## src/rtl/updown_blink_ctrl.sv

```systemverilog
// Up/down blinker controller: press detection, hold-to-auto-repeat, saturating
// rate-level stepping, both-buttons return to default, and the LED toggle counter.
module updown_blink_ctrl #(
   parameter int BASE_HALF     = 128,
   parameter int LEVEL_W       = 3,
   parameter int DEFAULT_LEVEL = 3,
   parameter int HOLD_CYCLES   = 20,
   parameter int REPEAT_CYCLES = 5,
   parameter int CNT_W         = 21
) (
   input  logic               clk,
   input  logic               rst,
   input  logic               btn_up,
   input  logic               btn_down,
   output logic               led,
   output logic [LEVEL_W-1:0] level,
   output logic               level_chg,
   output logic               at_min,
   output logic               at_max
);

   localparam logic [LEVEL_W-1:0] MAX_LEVEL = '1;
   localparam logic [LEVEL_W-1:0] DEF_LVL   = LEVEL_W'(DEFAULT_LEVEL);
   localparam int                 HOLD_W    = $clog2(HOLD_CYCLES);
   localparam int                 REP_W     = $clog2(REPEAT_CYCLES + 1);
   localparam logic [HOLD_W-1:0]  HOLD_LAST = HOLD_W'(HOLD_CYCLES - 1);
   localparam logic [REP_W-1:0]   REP_LAST  = REP_W'(REPEAT_CYCLES - 1);
   localparam logic [CNT_W-1:0]   BASE      = CNT_W'(BASE_HALF);

   typedef enum logic [1:0] {IDLE, HOLD, REPEAT, BOTH} state_t;

   state_t              state, state_nxt;
   logic                dir, dir_nxt;
   logic [LEVEL_W-1:0]  level_nxt;
   logic [HOLD_W-1:0]   hold_cnt, hold_nxt;
   logic [REP_W-1:0]    rep_cnt, rep_nxt;
   logic [CNT_W-1:0]    per_cnt, half;
   logic                held;

   function automatic logic [LEVEL_W-1:0] sat_step(input logic [LEVEL_W-1:0] l,
                                                   input logic               up);
      if (up)
         return (l == MAX_LEVEL) ? l : l + LEVEL_W'(1);
      return (l == '0) ? l : l - LEVEL_W'(1);
   endfunction

   assign held   = dir ? btn_up : btn_down;
   assign half   = BASE >> level;
   assign at_min = (level == '0);
   assign at_max = (level == MAX_LEVEL);

   always_comb begin
      state_nxt = state;
      dir_nxt   = dir;
      level_nxt = level;
      hold_nxt  = hold_cnt;
      rep_nxt   = rep_cnt;
      case (state)
         IDLE: begin
            if (btn_up && btn_down) begin
               level_nxt = DEF_LVL;
               state_nxt = BOTH;
            end else if (btn_up || btn_down) begin
               dir_nxt   = btn_up;
               level_nxt = sat_step(level, btn_up);
               hold_nxt  = '0;
               state_nxt = HOLD;
            end
         end
         HOLD, REPEAT: begin
            if (btn_up && btn_down) begin
               level_nxt = DEF_LVL;
               state_nxt = BOTH;
            end else if (!held) begin
               state_nxt = IDLE;
            end else if (state == HOLD) begin
               if (hold_cnt == HOLD_LAST) begin
                  level_nxt = sat_step(level, dir);
                  rep_nxt   = '0;
                  state_nxt = REPEAT;
               end else begin
                  hold_nxt = hold_cnt + HOLD_W'(1);
               end
            end else if (rep_cnt == REP_LAST) begin
               level_nxt = sat_step(level, dir);
               rep_nxt   = '0;
            end else begin
               rep_nxt = rep_cnt + REP_W'(1);
            end
         end
         BOTH: begin
            if (!btn_up && !btn_down)
               state_nxt = IDLE;
         end
         default: state_nxt = IDLE;
      endcase
   end

   // A level change restarts the half-period and holds led, overriding terminal count
   always_ff @(posedge clk) begin
      if (!rst) begin
         state     <= IDLE;
         dir       <= 1'b0;
         level     <= DEF_LVL;
         level_chg <= 1'b0;
         hold_cnt  <= '0;
         rep_cnt   <= '0;
         per_cnt   <= '0;
         led       <= 1'b0;
      end else begin
         state     <= state_nxt;
         dir       <= dir_nxt;
         level     <= level_nxt;
         level_chg <= (level_nxt != level);
         hold_cnt  <= hold_nxt;
         rep_cnt   <= rep_nxt;
         if (level_nxt != level) begin
            per_cnt <= '0;
         end else if (per_cnt == half - CNT_W'(1)) begin
            led     <= ~led;
            per_cnt <= '0;
         end else begin
            per_cnt <= per_cnt + CNT_W'(1);
         end
      end
   end

endmodule

```

## config.mk

```make
export PLATFORM = sky130hd
export DESIGN_NAME = updown_blink_ctrl
export DESIGN_NICKNAME = d
export VERILOG_FILES = /design/src/rtl/updown_blink_ctrl.sv
export SDC_FILE = /design/constraint.sdc
export NUM_CORES = 1
export LEC_CHECK = 0
export CORE_ASPECT_RATIO = 2
export CORE_UTILIZATION = 66
export DETAILED_ROUTE_END_ITERATION = 10
export GPL_ROUTABILITY_DRIVEN = 0
export PLACE_DENSITY = 0.88
export SETUP_SLACK_MARGIN = 0.15
export SLEW_MARGIN = 20
export SYNTH_ARGS = -nofsm -noshare
export SYNTH_HDL_FRONTEND = slang
export SYNTH_SLANG_ARGS = --single-unit
```

## constraint.sdc

```tcl
create_clock -name clk -period 6.3 [get_ports clk]
set_clock_uncertainty 0.1 [all_clocks]
set_input_delay 0.945 -clock clk [delete_from_list [all_inputs] [get_ports clk]]
set_output_delay 0.945 -clock clk [all_outputs]
set_load 0.1 [all_outputs]
```

### Word-level counts from Yosys, hierarchy flattened

Cells that the tools add are included.
Widths: inputs -> output; s select.

| word-level totals | value |
|---|---|
| register bits after elaboration | 37 |
| input bits | 4 |
| output and inout port bits | 7 |
| word-level logic and storage cells | 102 |

| cells by class | value |
|---|---|
| add/subtract/negate cells | 6 |
| eq/ne operators | 19 |
| shift operators | 1 |
| multiplexer cells | 49 |
| bitwise logic cells | 4 |
| reduce and logical (&&, ||, !) cells | 15 |

Operators with widths:

| kind | count |
|---|---|
| $mux 3 | 17 |
| $mux 5 | 6 |
| $add 21x1->21 const B | 1 |
| $eq 21x21->1 | 1 |
| $shr 8x3->21 const A | 1 |
| $sub 21x1->21 const B | 1 |
| $mux 1 | 16 |
| $mux 2 | 7 |
| $ne 2x2->1 const B | 7 |
| $pmux 5 s2 | 1 |
| $ne 4x4->1 const B | 2 |
| $reduce_and 4->1 | 2 |
| $reduce_and 7->1 | 1 |
| $add 3x1->3 const B | 2 |
| $eq 3x3->1 const B | 2 |
| $pmux 2 s3 | 1 |
| $pmux 3 s2 | 1 |
| $add 5x1->5 const B | 1 |
| $eq 5x5->1 const B | 1 |
| $eq 2x2->1 const B | 2 |
| $not 1->1 | 4 |
| $logic_not 3->1 | 1 |
| $ne 3x3->1 | 1 |
| $ne 3x3->1 const B | 1 |
| other kinds (12) | 14 |

### Depth between registers and ports, before layout

Gate-level depths: netlist (run 1).

| logic depth | value |
|---|---|
| depth after elaboration | 15 |
| gate-level depth with buffers | 12 |
| mapped depth without buffers | 11 |

### Worst setup path after synthesis (run 1)

No wires, ideal clock.

| timing path | value |
|---|---|
| path type | register to register |
| start point | reg level[0] |
| end point | reg per_cnt[2] |
| library setup time | 0.062 ns |
| data arrival time | 3.743 ns |
| data required time | 6.138 ns |
| setup slack | 2.395 ns |
| cell stages (with the launch flop) | 13 |
| path buffers | 2 |
| period minus slack after synthesis | 3.905 ns |
| path through | dfxtp_1 -> inv_1 -> ha_1 -> buf_6 -> nand2_1 -> inv_1 -> o221ai_1 -> o21ai_0 -> a21oi_1 -> o31ai_2 -> or4b_4 -> buf_6 -> nor2_2 |

| on the way | value |
|---|---|
| elaborated cells on any way between the ends | 24 |
| classes of those cells | 3 x add/sub; 3 x eq/ne; 1 x shift; 15 x mux; 2 x reduce/logical |

RTL lines:

| item | line | source |
|---|---|---|
| from (decl) | 16 | `output logic [LEVEL_W-1:0] level,` |
| from (signal assigned) | 113 | `level <= level_nxt;` |
| $logic_not 3->1 * | - |  |
| named net at_min | 18 | `output logic at_min,` |
| $mux 3 * | 44 | `return (l == '0) ? l : l - LEVEL_W'(1);` |
| $mux 3 | 44 |  |
| $mux 3 (on tied branches) | 84, 77 |  |
| $mux 3 | 76 | `end else if (state == HOLD) begin` |
| $mux 3 | 74 | `end else if (!held) begin` |
| $mux 3 | 71 | `if (btn_up && btn_down) begin` |
| $pmux 3 s2 * | 58 | `case (state)` |
| $ne 3x3->1 * | 117 | `if (level_nxt != level) begin` |
| $reduce_or 3->1 (no line) * | - |  |
| to (signal assigned) | 123 | `per_cnt <= per_cnt + CNT_W'(1);` |
| to (decl) | 37 | `logic [CNT_W-1:0] per_cnt, half;` |

Mark *: on every way through the listed nets, which the timed path passes. The rest lies on a longest branch. The select of a mux whose other input is x is not followed.
A chain may end at the register's enable or synchronous reset.

### Final worst setup path (run 1)

| timing path | value |
|---|---|
| start point | reg level[1] |
| end point | out at_max |

| on the way | value |
|---|---|
| longest elaborated chain between the ends | 1 |

RTL lines:

| item | line | source |
|---|---|---|
| $eq 3x3->1 | 50 | `assign at_max = (level == MAX_LEVEL);` |
| to (decl) | 19 | `output logic at_max` |

No other way between the ends.

==> metrics.cfg, run 1 <==
[critical_path]
critPathLaunchType = flip-flop
path_class = flip-flop to primary output
worstPathMaxFanout = 14
end_kind = primary output
required_ps = 5250
cp.arrival_ps = 2910

[timing]
finalHoldViolCount = 0
fin_ws_ps = 2340
setup_violations = 0
fin_crit_sh_pct = 62.8
max_slew.worst_pin.slew_ps = 968
max_freq_mhz = 253
slew_viol_final = 0
setup_tns_ps = 0
grt_setup_unrepaired = false
min_period_ps = 3960
timing.slew.headroom_pct = 35.3

[finish]
layout_common_cells = nor2_1 (38), dfxtp_1 (37), nand2_1 (23)
seqCellArea_um2 = 741
antennaDiodeCount = 0
post-route-cell-area_mm2 = 0.00287
syn2layout_area_growth_pct = 7.19
multi_input_area_mm2 = 0.00179
fillers = 319
num-nets-final = 356
drive_gt1_share_pct = 8.68
mostFrequentLayoutCell = nor2_1

[clocking]
cts_made_buffers = 5
cts_hold_buf = 0
post_cts_resized = 0
clk_pin_slew_worst_paths_ps = 80
post_cts.repair.setup_buffers = 0
root_buffer = clkbuf_8
cts_sinks = 37
clockBufferDepth = 2
cts_htree_levels = 2
clk_latency_ps = 300
cts_tree = built

[yosys]
synth_edf_count = 0
syn_avg_cell_area_um2 = 8.15
synth-seq-cells = 37
async_reset_ff_share_pct = 0
synth_area_mm2 = 0.00268
synth.distinct_cells = 61
yosysSeqAreaShare_pct = 27.6
synth_top_area_share_pct = 27.6
yosys.area.top_type = dfxtp_1
synth_ff_type = dfxtp_1
syn_inst = 329
yosys-top-cells-area = dfxtp_1 (28%), ha_1 (8.9%), xor2_1 (6.5%)
synth_fp_nets = 352
yosysWarnings = 0

[placed_design]
dp_slack_ps = 2340
io_buffers = 10
dpl.hpwl_mm = 4.63
placed_area_mm2 = 0.00275

[global_routing]
grt_overflow = 0
grt_max_degree = 28
grt_pass1_vias = 2408
grt_pass1_wl_mm = 10.6
grt_usage_pct = 33.4
antenna_found_initial = 0

[die]
start_util_pct = 69.0
pin_count = 11
die_x_um = 47.1
die_y_um = 92.1
rows = 32
die_area_mm2 = 0.00434
core-area_mm2 = 0.00388

[power_and_ir_drop]
cellPowerDensity_mw_per_mm2 = 435
leakagePower_uw = 0.00110
peakVddDrop_mv = 0.291
swShare_pct = 48.9
intPower_uw = 639
pwr-share-comb_pct = 58.2
seqPwrFrac_pct = 24.5
p_clk_share_pct = 17.3
p_sw_uw = 612

[route]
drt-vias-per-instance = 6.22
drt_pass1_iterations = 4
totalWireLength_mm = 6.26
num_vias = 2395
drc_errors = 0
wl_per_cell_um = 16.2
first_iter_violations = 70
ant_nets = 0

[status]
status = finished, final reports clean

[flow_run]
maxCapViolCount = 0

[hold_path]
holdCritPathClass = flip-flop to flip-flop

-- metal layers --
metal	track usage, %	share of wire (%)	up-vias
li1	-	-	1172
met2	57.4	56	78
met4	22.9	4.3	0
met3	10.6	3.7	23
met1	30.2	36	1122
met5	0	0	-
-- power by group through the flow --
stage	clock network, µW	registers (µW)	logic, µW
5_1_grt	229	310	801
2_1_floorplan	0	372	529
4_1_cts	221	305	718
3_5_place_dp	0	311	713
3_3_place_gp	0	310	694
6_report	217	306	728
-- worst max-delay path, stage by stage (launching register included) --
cell and delay [ps]:
dfxtp_1 580, ha_1 540, nand2_1 150, inv_1 170
clkdlybuf4s50_1 1160
-- synthesized netlist by cell type (2+ instances only) --
library cell  instances
and2_1                2
or2_2                 2
nand2b_1              9
a22oi_1               4
buf_2                 4
a31oi_1               5
mux2i_1               4
nor2_2               10
nor2b_1               2
o211ai_1              3
or4b_1                3
nand3_1              13
buf_4                 2
inv_1                15
nor3_1                7
or4_1                 3
clkbuf_1              3
ha_1                 19
nand4_1               4
buf_6                 4
and3_1               10
a21oi_1              14
a32oi_1               2
nor3b_1               2
nor2_1               38
o21ai_0              15
nand2_1              23
nor4_1                3
dfxtp_1              37
a211oi_1              2
a21o_1                3
xnor2_1              12
o31ai_1               2
xor2_1               20
or3_1                 2
-- metrics by stage --
stage          total power, µW  std cells  utilization [%]  hold slack, ps
2_1_floorplan              901        329                -             363
3_3_place_gp              1000        377             70.9             378
3_5_place_dp              1020        377             70.9             387
4_1_cts                   1240        385             74.0             396
5_1_grt                   1340        385             74.0             433
6_report                  1250        385             74.0             395
-- flip-flops by register name (all words and copies together), names as in the netlist --
name	count
dir	1
hold_cnt	5
led	1
level	3
level_chg	1
per_cnt	21
rep_cnt	3
state	2
-- cells by family after synthesis --
logic type	count (synthesis)	share of synthesized area (%)
xor+xnor	32	10.5
flops	37	27.6
compound gates	66	17.0
fa+ha+maj	19	8.87
buf+inv	29	5.65
mux	4	1.49
simple gates	142	28.9
-- final cells by class --
| cell class | instances | share of cell area (%) |
|---|---|---|
| clock buffer | 6 | 2.87 |
| sequential | 37 | 25.8 |
| clock inverter | 2 | 1.31 |
| inverter | 16 | 2.09 |
| tap | 51 | 2.22 |
| multi-input combinational | 263 | 62.3 |
| timing repair buffer | 10 | 3.48 |
-- worst paths after layout --
check	startpoint	endpoint	slack, ps	depth (start not counted)
max	level[1]	at_max	2340	4
min	led	led	400	2
max reg2reg	level[1]	per_cnt[5]	2710	10
min reg2reg	led	led	400	2
Power figures use the tool's default switching activity.
==> run 2: changes to the inputs <==
CORE_UTILIZATION = 61   (was 66)
PLACE_DENSITY = 0.82   (was 0.88)
clock period = 4.1 ns   (was 6.3 ns; I/O delays follow)
==> metrics.cfg, run 2 (synthesis results as in run 1) <==
[route]
num_vias = 2350  ; -1.9%
first_iter_violations = 52  ; -26%
ant_nets = 0  ; unchanged
drt-vias-per-instance = 6.06  ; -2.6%
drc_errors = 0  ; unchanged
totalWireLength_mm = 6.09  ; -2.6%
drt_pass1_iterations = 5  ; +1
wl_per_cell_um = 15.7  ; -3.3%

[global_routing]
grt_overflow = 0  ; unchanged
grt_max_degree = 22  ; -21%
grt_usage_pct = 28.7  ; -4.7 points
antenna_found_initial = 0  ; unchanged
grt_pass1_vias = 2329  ; -3.3%
grt_pass1_wl_mm = 10.3  ; -3.3%

[die]
core-area_mm2 = 0.00417  ; +7.4%
start_util_pct = 64.3  ; -4.7 points
die_x_um = 48.9  ; +3.8%
rows = 33  ; +3.1%
die_area_mm2 = 0.00468  ; +7.9%
die_y_um = 95.8  ; +3.9%
pin_count = 11  ; unchanged

[finish]
fillers = 368  ; +15%
syn2layout_area_growth_pct = 7.42
antennaDiodeCount = 0  ; unchanged
top_regs = per_cnt x21, hold_cnt x5
seqCellArea_um2 = 741  ; unchanged
top_register = per_cnt
mostFrequentLayoutCell = nor2_1
layout_common_cells = nor2_1 (38), dfxtp_1 (37), nand2_1 (23)
num-nets-final = 358  ; +0.56%
largest_reg_flops = 21  ; unchanged
multi_input_area_mm2 = 0.00179  ; unchanged
drive_gt1_share_pct = 9.82  ; +1.1 points

[critical_path]
critPathLaunchType = input port
path_class = input port to flip-flop
worstPathMaxFanout = 21  ; +7
required_ps = 4230  ; -1020 ps
end_kind = flip-flop
cp.arrival_ps = 3480  ; +570 ps

[timing]
holdWs_ps = 397  ; +1.44 ps
fin_crit_sh_pct = 81.7
min_period_ps = 3350
slew_viol_final = 0  ; unchanged
setup_violations = 0  ; unchanged
fin_ws_ps = 751  ; -1590 ps
max_slew.worst_pin.slew_ps = 980  ; +12.4 ps
max_freq_mhz = 299
setup_tns_ps = 0  ; unchanged
timing.slew.headroom_pct = 34.5  ; -0.83 points
grt_setup_unrepaired = false
finalHoldViolCount = 0  ; unchanged

[clocking]
cts_hold_buf = 0  ; unchanged
clockBufferDepth = 2  ; unchanged
post_cts_resized = 0  ; unchanged
cts_made_buffers = 5  ; unchanged
clk_latency_ps = 300  ; about the same
clk_pin_slew_worst_paths_ps = 90  ; about the same
cts_sinks = 37  ; unchanged
post_cts.repair.setup_buffers = 0  ; unchanged
cts_tree = built
root_buffer = clkbuf_8
cts_htree_levels = 2  ; unchanged

[status]
status = finished, final reports clean

[power_and_ir_drop]
pwr-share-comb_pct = 58.3  ; about the same
seqPwrFrac_pct = 24.5  ; about the same
peakVddDrop_mv = 0.367  ; +26%
swShare_pct = 48.9  ; about the same
power_uw = 1900  ; +52%
leakagePower_uw = 0.00111  ; +1.0%
intPower_uw = 972  ; +52%
cellPowerDensity_mw_per_mm2 = 660  ; +52%
p_clk_share_pct = 17.2  ; about the same
p_sw_uw = 930  ; +52%

[placed_design]
io_buffers = 10  ; unchanged
dpl.hpwl_mm = 4.69  ; +1.5%
dp_slack_ps = 479  ; -1860 ps

[flow_run]
maxCapViolCount = 0  ; unchanged

[hold_path]
holdCritPathClass = flip-flop to flip-flop

## run 2: layout make-up
class	count	share of cell area, %
Clock inverter	3	1.61
Inverter	16	2.09
Sequential cell	37	25.7
Timing Repair Buffer	12	3.82
Multi-Input combinational cell	263	62.1
Clock buffer	5	2.39
Tap cell	52	2.26
## run 2: metal layers
metal  global-route usage [%]  share of wire, %  vias up
li1                         -                 -     1175
met1                     24.6                35     1090
met2                     56.3                56       53
met3                     4.27               2.3       32
met4                     24.5               7.0        0
met5                        0                 0        -
## run 2: stage by stage
| step | cell area [µm²] | instances | util, % |
|---|---|---|---|
| floorplan | 2680 | 329 | - |
| global placement | 2770 | 380 | 66.3 |
| detailed placement | 2770 | 380 | 66.3 |
| CTS | 2880 | 388 | 69.1 |
| global route | 2880 | 388 | 69.1 |
| finish | 2880 | 388 | 69.1 |
## run 2: power groups by stage
stage | Clock [µW] | Sequential (µW) | Combinational (µW)
floorplan | 0 | 572 | 813
global placement | 0 | 472 | 1080
detailed placement | 0 | 475 | 1100
CTS | 330 | 466 | 1100
global route | 344 | 474 | 1210
finish | 327 | 466 | 1110
## run 2: worst paths after layout
kind                    start     endpoint  slack [ps]  depth (start not counted)
setup / recovery       btn_up   per_cnt[6]         750                          9
hold / removal    hold_cnt[1]  hold_cnt[1]         400                          2
setup reg to reg     level[0]   per_cnt[6]         790                          9
hold reg to reg   hold_cnt[1]  hold_cnt[1]         400                          2
## run 2: critical path, stage by stage
cell and delay [ps]:
clkdlybuf4s50_1 560, ha_1 430, or2_2 340, a31oi_1 200, o21ai_0 180, a21oi_1 190
o31ai_2 100, or4b_4 670, nor2_1 170
==> run 3: changes to the inputs <==
clock period = 3.4 ns   (was 4.1 ns; I/O delays follow)
==> metrics.cfg, run 3 (synthesis results as in run 1) <==
[placed_design]
dpl.hpwl_mm = 4.59  ; -2.1%
io_buffers = 10  ; unchanged
placed_area_mm2 = 0.00284  ; +2.6%
dp_slack_ps = -36.5  ; -515 ps

[finish]
post-route-cell-area_mm2 = 0.00299  ; +3.8%
layout_common_cells = nor2_1 (38), dfxtp_1 (34), nand2_1 (23)
largest_reg_flops = 21  ; unchanged
drive_gt1_share_pct = 14.2  ; +4.4 points
num-nets-final = 366  ; +2.2%
top_register = per_cnt
top_regs = per_cnt x21, hold_cnt x5
mostFrequentLayoutCell = nor2_1
syn2layout_area_growth_pct = 11.5
utilization_pct = 71.7  ; +2.6 points
antennaDiodeCount = 0  ; unchanged

[timing]
grt_setup_unrepaired = true
max_freq_mhz = 323
setup_tns_ps = 0  ; unchanged
finalHoldViolCount = 0  ; unchanged
fin_ws_ps = 302  ; -449 ps
slew_viol_final = 0  ; unchanged
fin_crit_sh_pct = 91.1
setup_violations = 0  ; unchanged
timing.slew.headroom_pct = 34.3  ; -0.19 points
min_period_ps = 3100
max_slew.worst_pin.slew_ps = 983  ; +2.91 ps

[critical_path]
cp.arrival_ps = 3240  ; -240 ps
path_class = input port to flip-flop
r2r_slack_ps = 340  ; -450 ps
required_ps = 3540  ; -690 ps
critPathLaunchType = input port
r2r_cells = 10  ; +1
end_kind = flip-flop
worstPathMaxFanout = 11  ; -48%

[route]
ant_nets = 0  ; unchanged
totalWireLength_mm = 6.11  ; +0.30%
wl_per_cell_um = 15.4  ; -1.7%
drt_pass1_iterations = 4  ; -1
drc_errors = 0  ; unchanged
num_vias = 2417  ; +2.9%
first_iter_violations = 76  ; +46%
drt-vias-per-instance = 6.10  ; +0.77%

[die]
die_x_um = 48.9  ; unchanged
die_y_um = 95.8  ; unchanged
pin_count = 11  ; unchanged
core-area_mm2 = 0.00417  ; unchanged
start_util_pct = 64.3  ; unchanged
rows = 33  ; unchanged
die_area_mm2 = 0.00468  ; unchanged

[power_and_ir_drop]
leakagePower_uw = 0.00114  ; +3.2%
cellPowerDensity_mw_per_mm2 = 825  ; +25%
peakVddDrop_mv = 0.546  ; +49%
power_uw = 2460  ; +30%

[global_routing]
grt_usage_pct = 28.2  ; -0.54 points
grt_max_degree = 22  ; unchanged
antenna_found_initial = 0  ; unchanged
grt_pass1_wl_mm = 10.1  ; -1.3%
grt_pass1_vias = 2398  ; +3.0%
grt_overflow = 0  ; unchanged

[clocking]
clockBufferDepth = 2  ; unchanged
root_buffer = clkbuf_8
cts_htree_levels = 2  ; unchanged
cts_made_buffers = 5  ; unchanged
cts_sinks = 37  ; unchanged
cts_tree = built
post_cts.repair.setup_buffers = 0  ; unchanged
clk_pin_slew_worst_paths_ps = 80  ; about the same
clk_latency_ps = 300  ; about the same

[flow_run]
maxCapViolCount = 0  ; unchanged

[status]
status = finished, final reports clean

[hold_path]
hold_path_depth = 2  ; unchanged
holdCritPathClass = flip-flop to flip-flop

## run 3: changes by cell type in the layout (fill, tap and decap cells not counted), sizes merged
cell / delta
clkinvlp: +1
or4b: +1
inv: -1
clkdlybuf4s50: -1
bufinv: +1
clkinv: -1
buf: +8
## run 3: metrics by stage
stage	instances	hold slack, ps
6_report	396	402
5_1_grt	396	433
4_1_cts	395	395
3_5_place_dp	387	381
3_3_place_gp	387	376
2_1_floorplan	329	363
## run 3: critical path, cell delays in order
cell,delay (ps)
clkdlybuf4s50_1,650
inv_1,110
ha_1,290
a21o_1,210
a31oi_1,220
o21ai_1,150
a21oi_1,170
o31ai_2,120
or4b_4,660
nor2_1,140
## run 3: area by class of cell
cell class / count / area (µm²)
Clock inverter: 3 / 68.8
Multi-Input combinational cell: 264 / 1810
Timing Repair Buffer: 19 / 160
Inverter: 16 / 67.6
Fill cell: 348 / 1180
Tap cell: 52 / 65.1
Sequential cell: 37 / 749
Clock buffer: 5 / 68.8
## run 3: layer usage
metal,vias to the layer above,track usage [%],wire (µm)
met4,0,24.0,366
met2,46,55.0,3420
met3,31,4.27,134
met5,-,0,0
li1,1200,-,-
met1,1140,24.3,2190
## run 3: worst paths after layout
path / start / end
min reg2reg: led / led
max reg2reg: level[0] / led
max: btn_up / per_cnt[6]
min: led / led
## run 3: repair_timing
action                     in CTS  in global routing
hold buffers                    0                  0
setup endpoints to repair       0                 15
gates resized for setup         0                  1
## run 3: report_power, final
part | internal (µW) | switching (µW)
clock network | 295 | 173
logic | 533 | 901
registers | 487 | 75.4
